**config.mk**
```make
export PLATFORM = sky130hd
export DESIGN_NAME = mod_counter
export DESIGN_NICKNAME = d
export VERILOG_FILES = /design/src/rtl/counter_pkg.sv /design/src/rtl/tick_prescaler.sv /design/src/rtl/mod_counter.sv
export SDC_FILE = /design/constraint.sdc
export NUM_CORES = 1
export LEC_CHECK = 0
export CORE_MARGIN = 1.5
export CORE_UTILIZATION = 50
export CTS_BUF_LIST = sky130_fd_sc_hd__clkbuf_8
export CTS_CLUSTER_DIAMETER = 100
export DETAILED_ROUTE_END_ITERATION = 8
export PLACE_DENSITY_LB_ADDON = 0.3
export RECOVER_POWER = 25
export SLEW_MARGIN = 20
export SYNTH_ARGS = -nofsm -noshare
export SYNTH_HDL_FRONTEND = slang
export SYNTH_SLANG_ARGS = --single-unit
```
**constraint.sdc**
```tcl
create_clock -name clk -period 5.45 [get_ports clk]
set_clock_uncertainty 0.15 [all_clocks]
set_input_delay 1.09 -clock clk [delete_from_list [all_inputs] [get_ports clk]]
set_output_delay 1.09 -clock clk [all_outputs]
set_load 0.05 [all_outputs]
```
**src/rtl/counter_pkg.sv**
```systemverilog
// Shared definitions for the modulo counter: direction encodings and the
// parameter legality check used at elaboration.
package counter_pkg;

   localparam logic DIR_UP = 1'b1;
   localparam logic DIR_DN = 1'b0;

   // The modulus must fit the count register and leave at least two states.
   function automatic bit params_legal(input int width, input int modv, input int prescale);
      longint span;
      span = longint'(1) << width;
      return (modv >= 2) && (longint'(modv) <= span) && (prescale >= 1);
   endfunction

endpackage

```
**src/rtl/tick_prescaler.sv**
```systemverilog
// Enable-gated prescaler: asserts tick on every PRESCALE-th enabled cycle.
// Phase is held as a down-count of enabled cycles remaining before the tick.
module tick_prescaler
   import counter_pkg::*;
#(
   parameter int PRESCALE = 1
) (
   input  logic clk,
   input  logic reset,
   input  logic en,
   input  logic sync_clr,
   output logic tick
);

   localparam int PW = (PRESCALE > 1) ? $clog2(PRESCALE) : 1;
   localparam logic [PW-1:0] RELOAD = PW'(PRESCALE - 1);

   logic [PW-1:0] r_remain;

   // Terminal count reached with PRESCALE=1 means tick simply follows en.
   assign tick = en & (r_remain == '0);

   always_ff @(posedge clk or posedge reset) begin
      if (reset) begin
         r_remain <= RELOAD;
      end else if (sync_clr) begin
         r_remain <= RELOAD;
      end else if (en) begin
         r_remain <= tick ? RELOAD : (r_remain - 1'b1);
      end
   end

endmodule

```
**src/rtl/mod_counter.sv**
```systemverilog
// Prescaled up/down modulo counter with wrap or saturate at the ends of
// 0..MOD-1, a one-cycle terminal-count pulse and a sticky overflow flag.
module mod_counter
   import counter_pkg::*;
#(
   parameter int WIDTH    = 8,
   parameter int MOD      = 200,
   parameter int PRESCALE = 1
) (
   input  logic             clk,
   input  logic             reset,
   input  logic             en,
   input  logic             up_dn,
   input  logic             sat_mode,
   input  logic             load,
   input  logic [WIDTH-1:0] load_val,
   input  logic             clear_ovf,
   output logic [WIDTH-1:0] count,
   output logic             tc,
   output logic             ovf
);

   generate
      if (!params_legal(WIDTH, MOD, PRESCALE)) begin : g_bad_params
         $error("mod_counter: illegal WIDTH/MOD/PRESCALE combination");
      end
   endgenerate

   // The top count value always fits WIDTH bits, so every compare stays in WIDTH bits.
   localparam logic [WIDTH-1:0] MAXV = WIDTH'(MOD - 1);

   logic [WIDTH-1:0] r_count;
   logic             r_tc;
   logic             r_ovf;

   logic             w_tick;
   logic             w_step;
   logic             w_bound;
   logic             w_ovf_set;
   logic [WIDTH-1:0] w_next;

   tick_prescaler #(
      .PRESCALE (PRESCALE)
   ) u_prescaler (
      .clk      (clk),
      .reset    (reset),
      .en       (en),
      .sync_clr (load),
      .tick     (w_tick)
   );

   always_comb begin
      w_step    = en & ~load & w_tick;
      w_next    = r_count;
      w_bound   = 1'b0;
      w_ovf_set = 1'b0;
      if (load) begin
         if (load_val > MAXV) begin
            w_next    = MAXV;
            w_ovf_set = 1'b1;
         end else begin
            w_next = load_val;
         end
      end else if (w_step) begin
         if (up_dn == DIR_UP) begin
            if (r_count == MAXV) begin
               w_bound = 1'b1;
               w_next  = sat_mode ? MAXV : '0;
            end else begin
               w_next = r_count + 1'b1;
            end
         end else begin
            if (r_count == '0) begin
               w_bound = 1'b1;
               w_next  = sat_mode ? '0 : MAXV;
            end else begin
               w_next = r_count - 1'b1;
            end
         end
      end
      w_ovf_set = w_ovf_set | w_bound;
   end

   // A set event in the same cycle as clear_ovf keeps the flag high.
   always_ff @(posedge clk or posedge reset) begin
      if (reset) begin
         r_count <= '0;
         r_tc    <= 1'b0;
         r_ovf   <= 1'b0;
      end else begin
         r_count <= w_next;
         r_tc    <= w_bound;
         r_ovf   <= w_ovf_set | (r_ovf & ~clear_ovf);
      end
   end

   assign count = r_count;
   assign tc    = r_tc;
   assign ovf   = r_ovf;

endmodule

```
==> impl_metrics.env <==
export IMPL_post_cts_resize_count=0
export IMPL_num_rows=16
export IMPL_path_class="in2reg"
export IMPL_clock_path_buffers=2
export IMPL_drive_gt1_share_pct=6.16
export IMPL_use_met2_pct=44.0
export IMPL_arrival_ns=3.18
export IMPL_n_antenna_cell=0
export IMPL_start_util_pct=52.3
export IMPL_nets=165
export IMPL_drv_cap=0
export IMPL_rsz0062_at_grt="no"
export IMPL_synth_top_cell_area_share_pct=27.4
export IMPL_synth_top_cell_by_area="dfrtp_1"
export IMPL_clock_sinks=11
export IMPL_clockRootBuffer="clkbuf_8"
export IMPL_power_density_mw_per_mm2=245
export IMPL_outcome="finished clean"
export IMPL_hpwl_um=2010
export IMPL_path_common_cell="or4_1"
export IMPL_syn2layout_area_growth_pct=25.7
export IMPL_grt_pass1_vias=959
export IMPL_rr_worst_depth=7
export IMPL_die_h_um=47.8
export IMPL_synth_edf_count=0
export IMPL_max_stage_delay_ns=0.72
export IMPL_p_leak_nw=0.491
export IMPL_ir_worst_vdd_v=0.000238
export IMPL_place_congestion=0.876
export IMPL_firstDrtPassIters=4
export IMPL_synth_area_leaders="dfrtp_1 27%, a21oi_1 8.0%, nand3_1 4.0%, ha_1 3.7%, nor2_1 3.4%"
export IMPL_crit_path_top_delay_cell="clkdlybuf4s50_1"
export IMPL_met1_usage_pct=34.3
export IMPL_slew_violations=0
export IMPL_post_cts_buffers=0
export IMPL_cts_htree_levels=1
export IMPL_syn_num_nets=147
export IMPL_wire_per_inst_um=15.5
export IMPL_drc_errors=0
export IMPL_post_route_period_util_pct=58.0
export IMPL_antenna_left=0
export IMPL_num_vias=1054
export IMPL_postRouteWirelength_um=2680
export IMPL_synthDistinctLibCells=45
export IMPL_syn_area_per_cell_um2=7.79
export IMPL_crit_chain="clkdlybuf4s50_1 > or4_1 > or4_1 > a21oi_1 > a311o_1"
export IMPL_clkTransAtPathRegs_ns=0.05
export IMPL_antenna_found_initial=0
export IMPL_grt_max_degree=22
export IMPL_whs_path_depth=1
export IMPL_fill_cells=171
export IMPL_die_area_mm2=0.00229
export IMPL_setup_viol=0
export IMPL_io_pin_count=25
export IMPL_cts_hold_fix_buffers=0
export IMPL_grt_util_met3_pct=3.40
export IMPL_slew_headroom_pct=59.1
export IMPL_hold_class="reg2reg"
export IMPL_port_buffers=24
export IMPL_first_iter_violations=47
export IMPL_finalHoldViolations=0
export IMPL_syn_inst=129
export IMPL_min_period_ns=3.16
export IMPL_clock_latency_ns=0.24
export IMPL_overflow=0
export IMPL_cp_end_kind="flip-flop"
export IMPL_start_kind="primary input"
export IMPL_netlist_area_mm2=0.00100
export IMPL_vias_per_cell=6.09
export IMPL_fin_cells=173
export IMPL_grt_busiest_layer="met2"
export IMPL_ys_ff_latch=11
export IMPL_grt_pass1_wl_um=4240
export IMPL_synth_warnings=0
export IMPL_fmax_mhz=316
export IMPL_async_reset_ff_share_pct=100
export IMPL_dp_cells=169
export IMPL_chipWidth_um=47.8
export IMPL_crit_path_max_fanout=21
export IMPL_worstPathRequired_ns=5.47
export IMPL_core_area_mm2=0.00192
export IMPL_worstMarginPinSlew_ns=0.611
export IMPL_ys_seq_area_share_pct=27.4
export IMPL_cts_buffers=3
export IMPL_tns_ns=0
export IMPL_grt_usage_pct=26.5
export IMPL_synth_ff_type="dfrtp_1"
export IMPL_cts_tree="yes"
[per-stage QoR]
step | instance area (µm²) | power, W | hold slack, ns | setup WS [ns] | util (%)
6_report | 1260 | 0.000309 | 0.343 | 2.29 | 65.7
4_1_cts | 1260 | 0.000310 | 0.346 | 2.31 | 65.7
3_3_place_gp | 1220 | 0.000227 | 0.324 | 2.13 | 63.3
5_1_grt | 1260 | 0.000326 | 0.377 | 2.20 | 65.7
2_1_floorplan | 1000 | 0.000192 | 0.377 | 2.99 | -
3_5_place_dp | 1220 | 0.000230 | 0.329 | 2.06 | 63.3
[power breakdown]
group / total, W / internal, W / switching (W)
sequential: 0.000108 / 0.0000895 / 0.0000186
clock: 0.0000787 / 0.0000493 / 0.0000293
combinational: 0.000122 / 0.0000482 / 0.0000741
total: 0.000309 / 0.000187 / 0.000122
[worst paths after layout]
kind / slack (ns) / start / to
max in group asynchronous: 3.69 / reset / count[4]
min in group asynchronous: 1.15 / reset / count[1]
max: 2.29 / up_dn / count[7]
min: 0.34 / ovf / ovf
max reg2reg: 3.13 / count[0] / count[2]
min reg2reg: 0.34 / ovf / ovf
[metal layers]
layer / wire length [µm] / vias up
li1: - / 511
met1: 1200 / 500
met2: 1320 / 41
met3: 147 / 2
met4: 13 / 0
met5: 0 / -
[cells by family after synthesis]
logic type               count (synthesis)  synth area share (%)
multiplexers                             2                  1.99
flip-flops                              11                  27.4
buffers and inverters                   18                  8.72
adder cells (fa/ha/maj)                  3                  3.74
AND/OR/NAND/NOR                         50                  27.1
XOR/XNOR                                 3                  2.62
AO/OA/AOI/OAI                           42                  28.4
[synthesized netlist by cell type, types with 3 or more instances]
| cell | n |
|---|---|
| a21oi_1 | 16 |
| dfrtp_1 | 11 |
| nor2_1 | 9 |
| nand2_1 | 8 |
| nand3_1 | 8 |
| inv_1 | 7 |
| clkbuf_1 | 5 |
| nor3_1 | 5 |
| o21ai_0 | 5 |
| a31oi_1 | 3 |
| buf_2 | 3 |
| ha_1 | 3 |
| nor3b_1 | 3 |
[layout make-up]
cell class / instances / area [µm²] / area share [%]
clock buffer: 3 / 41.3 / 3.27
clock inverter: 1 / 3.75 / 0.297
inverter: 7 / 26.3 / 2.08
multi-input combinational: 100 / 642 / 50.8
sequential: 11 / 275 / 21.8
tap: 27 / 33.8 / 2.68
timing repair buffer: 24 / 240 / 19.0
[registers in the layout, indices dropped and copies added, names as in the netlist]
register              count
ovf                       1
count                     8
u_prescaler.r_remain      1
tc                        1
[worst max-delay path: cells and delay by family]
kind	cells	cell delay [ns]
simple gates	2	1.07
buf+inv	1	0.72
compound gates	2	0.30
[cells in the final DEF, fill, tap and decap left out, drive strengths merged, types with 3 or more instances in the layout]
| master | synthesis | routed |
|---|---|---|
| a21oi | 16 | 16 |
| a31oi | 3 | 3 |
| clkbuf | 6 | 3 |
| clkdlybuf4s50 | 0 | 23 |
| dfrtp | 11 | 11 |
| ha | 3 | 3 |
| inv | 7 | 8 |
| nand2 | 8 | 8 |
| nand3 | 8 | 8 |
| nor2 | 10 | 10 |
| nor3 | 5 | 5 |
| nor3b | 3 | 3 |
| o21ai | 7 | 7 |
(Power assumes the default switching activity.)
